==> config.mk <==
export PLATFORM = sky130hd
export DESIGN_NAME = if_stage_fetch
export DESIGN_NICKNAME = d
export VERILOG_FILES = /design/src/rtl/if_stage_fetch.sv
export SDC_FILE = /design/constraint.sdc
export NUM_CORES = 1
export LEC_CHECK = 0
export ABC_AREA = 0
export CELL_PAD_IN_SITES_DETAIL_PLACEMENT = 1
export CELL_PAD_IN_SITES_GLOBAL_PLACEMENT = 2
export CORE_MARGIN = 4
export CORE_UTILIZATION = 25
export DETAILED_ROUTE_END_ITERATION = 7
export GPL_TIMING_DRIVEN = 0
export PLACE_DENSITY_LB_ADDON = 0.08
export SLEW_MARGIN = 20
export SYNTH_ARGS = -nofsm -noshare
export SYNTH_HDL_FRONTEND = slang
export SYNTH_SLANG_ARGS = --single-unit
==> constraint.sdc <==
create_clock -name clk -period 5.3 [get_ports clk]
set_input_delay 0.795 -clock clk [delete_from_list [all_inputs] [get_ports clk]]
set_output_delay 0.795 -clock clk [all_outputs]
set_load 0.05 [all_outputs]
==> src/rtl/if_stage_fetch.sv <==
// Instruction-fetch stage: PC register, next-PC selection and IF/ID pipeline register,
// plus saturating stall/redirect event counters for debug readout.
module if_stage_fetch #(
    parameter logic [31:0] RESET_PC = 32'h0000_0000,
    parameter logic [31:0] NOP_INST = 32'h0000_0013,
    parameter int unsigned CNT_W    = 16
) (
    input  logic             clk,
    input  logic             rst,
    input  logic             stall,
    input  logic             redirect,
    input  logic [31:0]      redirect_pc,
    output logic [31:0]      irom_addr,
    input  logic [31:0]      irom_inst,
    output logic [31:0]      id_pc,
    output logic [31:0]      id_pc4,
    output logic [31:0]      id_inst,
    output logic             id_valid,
    output logic [CNT_W-1:0] stall_cnt,
    output logic [CNT_W-1:0] redirect_cnt
);

    localparam logic [CNT_W-1:0] CNT_ONE = {{(CNT_W-1){1'b0}}, 1'b1};

    logic [31:0]      pc_q, pc_d;
    logic [31:0]      id_pc_q, id_pc_d;
    logic [31:0]      id_pc4_q, id_pc4_d;
    logic [31:0]      id_inst_q, id_inst_d;
    logic             id_valid_q, id_valid_d;
    logic [CNT_W-1:0] stall_cnt_q, stall_cnt_d;
    logic [CNT_W-1:0] redirect_cnt_q, redirect_cnt_d;
    logic [31:0]      pc_plus4;

    assign pc_plus4 = pc_q + 32'd4;

    always_comb begin
        pc_d           = pc_q;
        id_pc_d        = id_pc_q;
        id_pc4_d       = id_pc4_q;
        id_inst_d      = id_inst_q;
        id_valid_d     = id_valid_q;
        stall_cnt_d    = stall_cnt_q;
        redirect_cnt_d = redirect_cnt_q;

        // Redirect outranks stall for the PC; IF/ID only moves when not stalled.
        if (redirect) begin
            pc_d = redirect_pc & ~32'h0000_0003;
        end else if (!stall) begin
            pc_d = pc_plus4;
        end

        if (!stall) begin
            id_pc_d  = pc_q;
            id_pc4_d = pc_plus4;
            if (redirect) begin
                id_inst_d  = NOP_INST;
                id_valid_d = 1'b0;
            end else begin
                id_inst_d  = irom_inst;
                id_valid_d = 1'b1;
            end
        end

        if (stall && (stall_cnt_q != '1)) begin
            stall_cnt_d = stall_cnt_q + CNT_ONE;
        end
        if (redirect && (redirect_cnt_q != '1)) begin
            redirect_cnt_d = redirect_cnt_q + CNT_ONE;
        end
    end

    always_ff @(posedge clk or posedge rst) begin
        if (rst) begin
            pc_q           <= RESET_PC;
            id_pc_q        <= RESET_PC;
            id_pc4_q       <= RESET_PC + 32'd4;
            id_inst_q      <= NOP_INST;
            id_valid_q     <= 1'b0;
            stall_cnt_q    <= '0;
            redirect_cnt_q <= '0;
        end else begin
            pc_q           <= pc_d;
            id_pc_q        <= id_pc_d;
            id_pc4_q       <= id_pc4_d;
            id_inst_q      <= id_inst_d;
            id_valid_q     <= id_valid_d;
            stall_cnt_q    <= stall_cnt_d;
            redirect_cnt_q <= redirect_cnt_d;
        end
    end

    assign irom_addr    = pc_q;
    assign id_pc        = id_pc_q;
    assign id_pc4       = id_pc4_q;
    assign id_inst      = id_inst_q;
    assign id_valid     = id_valid_q;
    assign stall_cnt    = stall_cnt_q;
    assign redirect_cnt = redirect_cnt_q;

endmodule

==> PnR_summary.wiki <==
{| class="wikitable"
! Metric !! Value
|-
| Maximum frequency from static timing analysis || between 0.3 and 0.4 GHz
|-
| Post-synth cell types || just under 50
|-
| Most frequent standard cell in the layout excluding fill and tap cells || sky130_fd_sc_hd__clkdlybuf4s50_1
|-
| Per-cell routed wire length || 21.56 um
|-
| Critical path startpoint || stall
|-
| Register-to-Register Setup Slack || roughly 2800 ps
|-
| Number of detailed-routing iterations run before antenna repair || 4
|-
| Die ar. || 31680 sq um
|-
| DR DRC count || 0
|-
| Maxcap violations || 0
|-
| Most frequent cells in the layout || 218 x sky130_fd_sc_hd__clkdlybuf4s50_1, 151 x sky130_fd_sc_hd__dfrtp_1, 61 x sky130_fd_sc_hd__nand2_1
|-
| CTS Buf Count || 17
|-
| Total power per unit cell area || 389.4 nW/um^2
|-
| Switching fraction of total power || between 30% and 40%
|-
| Sequential power share || between 30% and 40%
|-
| Required time of the critical path || 5620 ps
|-
| Fill cells || approximately 3100
|-
| Number of design-rule violations left by the first detailed-router iteration || ~290
|-
| TritonCTS clock tree || built
|-
| Area used by sequential logic in the layout || 3884 sq um
|-
| Post-cts sizing count || 0
|-
| Clock Root Buffer || sky130_fd_sc_hd__clkbuf_16
|-
| Final-layout setup total negative slack || 0 ps
|-
| Final hold slack || 485.1 ps
|-
| Via count of the first global-routing pass || 7041
|-
| Critical path data arrival time || ~3300 ps
|-
| Sequential area share after synthesis || 53.76%
|-
| Number of enable-type register cells in the synthesized netlist || 0
|-
| Standard-cell row count || 61
|-
| Post-route fraction of the period consumed by the critical path || about 56%
|-
| Initial standard-cell utilization of the core || 25.65%
|-
| Ratio of cells with drive above 1 in the final layout || between 7 and 8%
|-
| Port bufs || 218
|-
| Syn Area/Cell || around 10 sq um
|-
| Instance count of the mapped netlist || 689
|-
| Depth of the worst register-to-register path || 6
|-
| Reg2reg start || irom_addr[10]$_DFFE_PP0N_
|-
| Wire length of the first global-routing pass || roughly 44000 um
|-
| Via count normalized by instance count || between 4 and 5
|-
| Met1 Usage GRT || a little under a quarter
|-
| Cell-internal power || between 2 and 3 mW
|-
| Critical path capture point type || flop
|-
| Final Slew Violations || 0
|-
| Gate power share || around a third
|-
| Async SR Flop Fraction || 100.0%
|-
| Global-route met3 utilization || 4.218%
|-
| Hold Path Sink || id_pc[22]$_DFFE_PP0N_
|-
| Post-route ant nets || 0
|-
| Number of levels in the clock H-tree || 4
|-
| Wire length reported by the detailed router || between 20000 and 30000 um
|-
| Hold path cells || 1
|-
| Number of antenna violations at the first check in global routing || 1
|-
| Setup bufs post-CTS || 0
|-
| Part of the power in the clock network || slightly above 30%
|-
| Clock edge transition at the registers on the reported setup and hold paths || 60 ps
|-
| Setup repair after global routing missed its margin || false
|-
| Ports || approximately 230
|-
| Combined area of the multi-input logic cells || 3083 sq um
|-
| Maximum fanout along the worst path || 10
|-
| Die boundary height || approximately 180 um
|-
| Skew final || around 11 ps
|-
| Overall track demand over capacity in global routing || a little under a fifth
|-
| GRT met2 Usage || 30.28%
|-
| Final net count || about 1000
|-
| Critical path type || in -> reg
|-
| Worst Setup Start Kind || primary input
|-
| Die Span X || about 180 um
|-
| Start point of the worst hold path || id_pc[22]$_DFFE_PP0N_
|-
| Endpoints failing hold || 0
|-
| Relative slew slack || between 30% and 40%
|-
| Status || complete, no violations
|-
| Count of clock tree sinks || approximately 160
|-
| Half-perimeter wire length after placement || 21220 um
|-
| Final min period || 2963 ps
|-
| Top Usage Layer GRT || met2
|-
| Clock latency on the worst-skew pair || roughly 420 ps
|-
| Number of warning messages in the yosys log || 0
|-
| Netlist area before placement || just over 7000 sq um
|-
| Area overhead of the layout relative to synthesis || 45.84%
|-
| Longest Clk Path Bufs || 2
|-
| Largest net degree at the start of global routing || between 80 and 90
|-
| Total of flip-flops plus latches after synthesis || between 150 and 200
|-
| P_sw || around 1.6 mW
|-
| Static leakage || 4.126 nW
|-
| Final estimated routing congestion in global placement || between 0.7 and 0.8
|-
| Total of hold buffers inserted after clock tree synthesis || 0
|-
| Type of the worst min-delay path || reg -> reg
|-
| Std-Cell Core Area || between 20000 and 30000 sq um
|-
| Reg-to-reg critical path endpoint || id_pc4[27]$_DFFE_PP0N_
|-
| Final setup violation count || 0
|-
| Dominant synthesized flop cell || sky130_fd_sc_hd__dfrtp_1
|-
| Peak supply drop || ~0.00021 V
|-
| Residual overflow from global routing || 0
|-
| Slew of the pin with the lowest slew margin || 928.0 ps
|-
| Vias || between 6000 and 7000
|}
flip-flops by register name, summed over array words and instances (netlist names):
name          count
redirect_cnt     16
id_pc4           30
id_pc            30
id_valid          1
id_inst          32
irom_addr        30
stall_cnt        16
layer usage:
layer	part of all wire [%]	up-vias
met3	5.5	26
met2	49	143
met1	44	3328
met5	0	-
li1	-	2997
met4	1.5	0
worst max-delay path by stage:
stage / to / slack (ps)
final: id_pc4[18]$_DFFE_PP0N_ / 2340
after global routing: id_pc4[18]$_DFFE_PP0N_ / 2090
after CTS: id_pc4[18]$_DFFE_PP0N_ / 2200
after detailed placement: id_pc4[18]$_DFFE_PP0N_ / 1750
after global placement: id_pc4[6]$_DFFE_PP0N_ / -2180
after floorplan: id_inst[10]$_DFFE_PP0N_ / 330
per-stage QoR:
step / power (mW) / util, % / setup slack, ps / std cells / cell area (sq um)
after global routing: 4.291 / 37.40 / 2091 / 1323 / 10530
after floorplan: 2.323 / - / 333.5 / 694 / 7243
after detailed placement: 2.856 / 35.27 / 1753 / 1291 / 9933
final: 4.103 / 37.41 / 2337 / 1324 / 10540
after global placement: 2.834 / 35.15 / -2177 / 1290 / 9898
after CTS: 4.165 / 37.40 / 2199 / 1323 / 10530
cells by family after synthesis:
| group | after synthesis | synth area share (%) |
|---|---|---|
| buf+inv | 64 | 3.827 |
| simple gates | 248 | 18.03 |
| xor+xnor | 50 | 6.062 |
| other cells | 1 | 0.05191 |
| mux | 26 | 4.018 |
| flops | 155 | 53.76 |
| fa+ha+maj | 3 | 0.5196 |
| compound gates | 142 | 13.73 |
layout make-up:
class	instances	area share, %
tap	378	4.489
timing repair buffer	219	20.97
sequential	155	36.86
inverter	6	0.2850
antenna	1	0.02375
multi-input combinational	475	29.26
clock inverter	12	1.556
buffer	58	2.411
clock buffer	20	4.144
power groups by stage:
stage,registers (mW),clock network (mW),logic (mW)
after floorplan,2.02,0,0.300
after global placement,1.52,0,1.32
after detailed placement,1.52,0,1.33
after CTS,1.51,1.32,1.34
after global routing,1.53,1.37,1.39
final,1.50,1.28,1.32
Yosys cell counts (4+ instances only):
library cell | instances | area, sq um
sky130_fd_sc_hd__or4_1 | 19 | 142.6
sky130_fd_sc_hd__and3_1 | 11 | 68.82
sky130_fd_sc_hd__and2_1 | 4 | 25.02
sky130_fd_sc_hd__or3_1 | 9 | 56.30
sky130_fd_sc_hd__a21o_1 | 8 | 60.06
sky130_fd_sc_hd__mux2_2 | 24 | 270.3
sky130_fd_sc_hd__dfstp_2 | 4 | 105.1
sky130_fd_sc_hd__buf_4 | 7 | 52.55
sky130_fd_sc_hd__nand2_1 | 61 | 229.0
sky130_fd_sc_hd__clkbuf_1 | 43 | 161.4
sky130_fd_sc_hd__inv_1 | 6 | 22.52
sky130_fd_sc_hd__o21ai_0 | 42 | 210.2
sky130_fd_sc_hd__xnor2_1 | 39 | 341.6
sky130_fd_sc_hd__o31ai_1 | 15 | 112.6
sky130_fd_sc_hd__xor2_1 | 11 | 96.34
sky130_fd_sc_hd__o2111ai_1 | 4 | 35.03
sky130_fd_sc_hd__nor3_1 | 10 | 50.05
sky130_fd_sc_hd__nand3_1 | 33 | 165.2
sky130_fd_sc_hd__a22o_1 | 28 | 245.2
sky130_fd_sc_hd__dfrtp_1 | 151 | 3779
sky130_fd_sc_hd__nand4_1 | 20 | 125.1
sky130_fd_sc_hd__and4_1 | 9 | 78.83
sky130_fd_sc_hd__nor4_1 | 9 | 56.30
sky130_fd_sc_hd__o211ai_1 | 6 | 45.04
sky130_fd_sc_hd__buf_1 | 5 | 18.77
sky130_fd_sc_hd__nor2b_1 | 9 | 56.30
sky130_fd_sc_hd__a31oi_1 | 21 | 131.4
sky130_fd_sc_hd__nor2_1 | 44 | 165.2
critical path, stage by stage:
cell and delay [ps]:
sky130_fd_sc_hd__clkbuf_1 460, sky130_fd_sc_hd__clkbuf_1 540, sky130_fd_sc_hd__clkbuf_1 550, sky130_fd_sc_hd__buf_1 690, sky130_fd_sc_hd__nand2_1 110, sky130_fd_sc_hd__o221ai_1 120
Note: power is estimated with default switching activity, not from simulation.
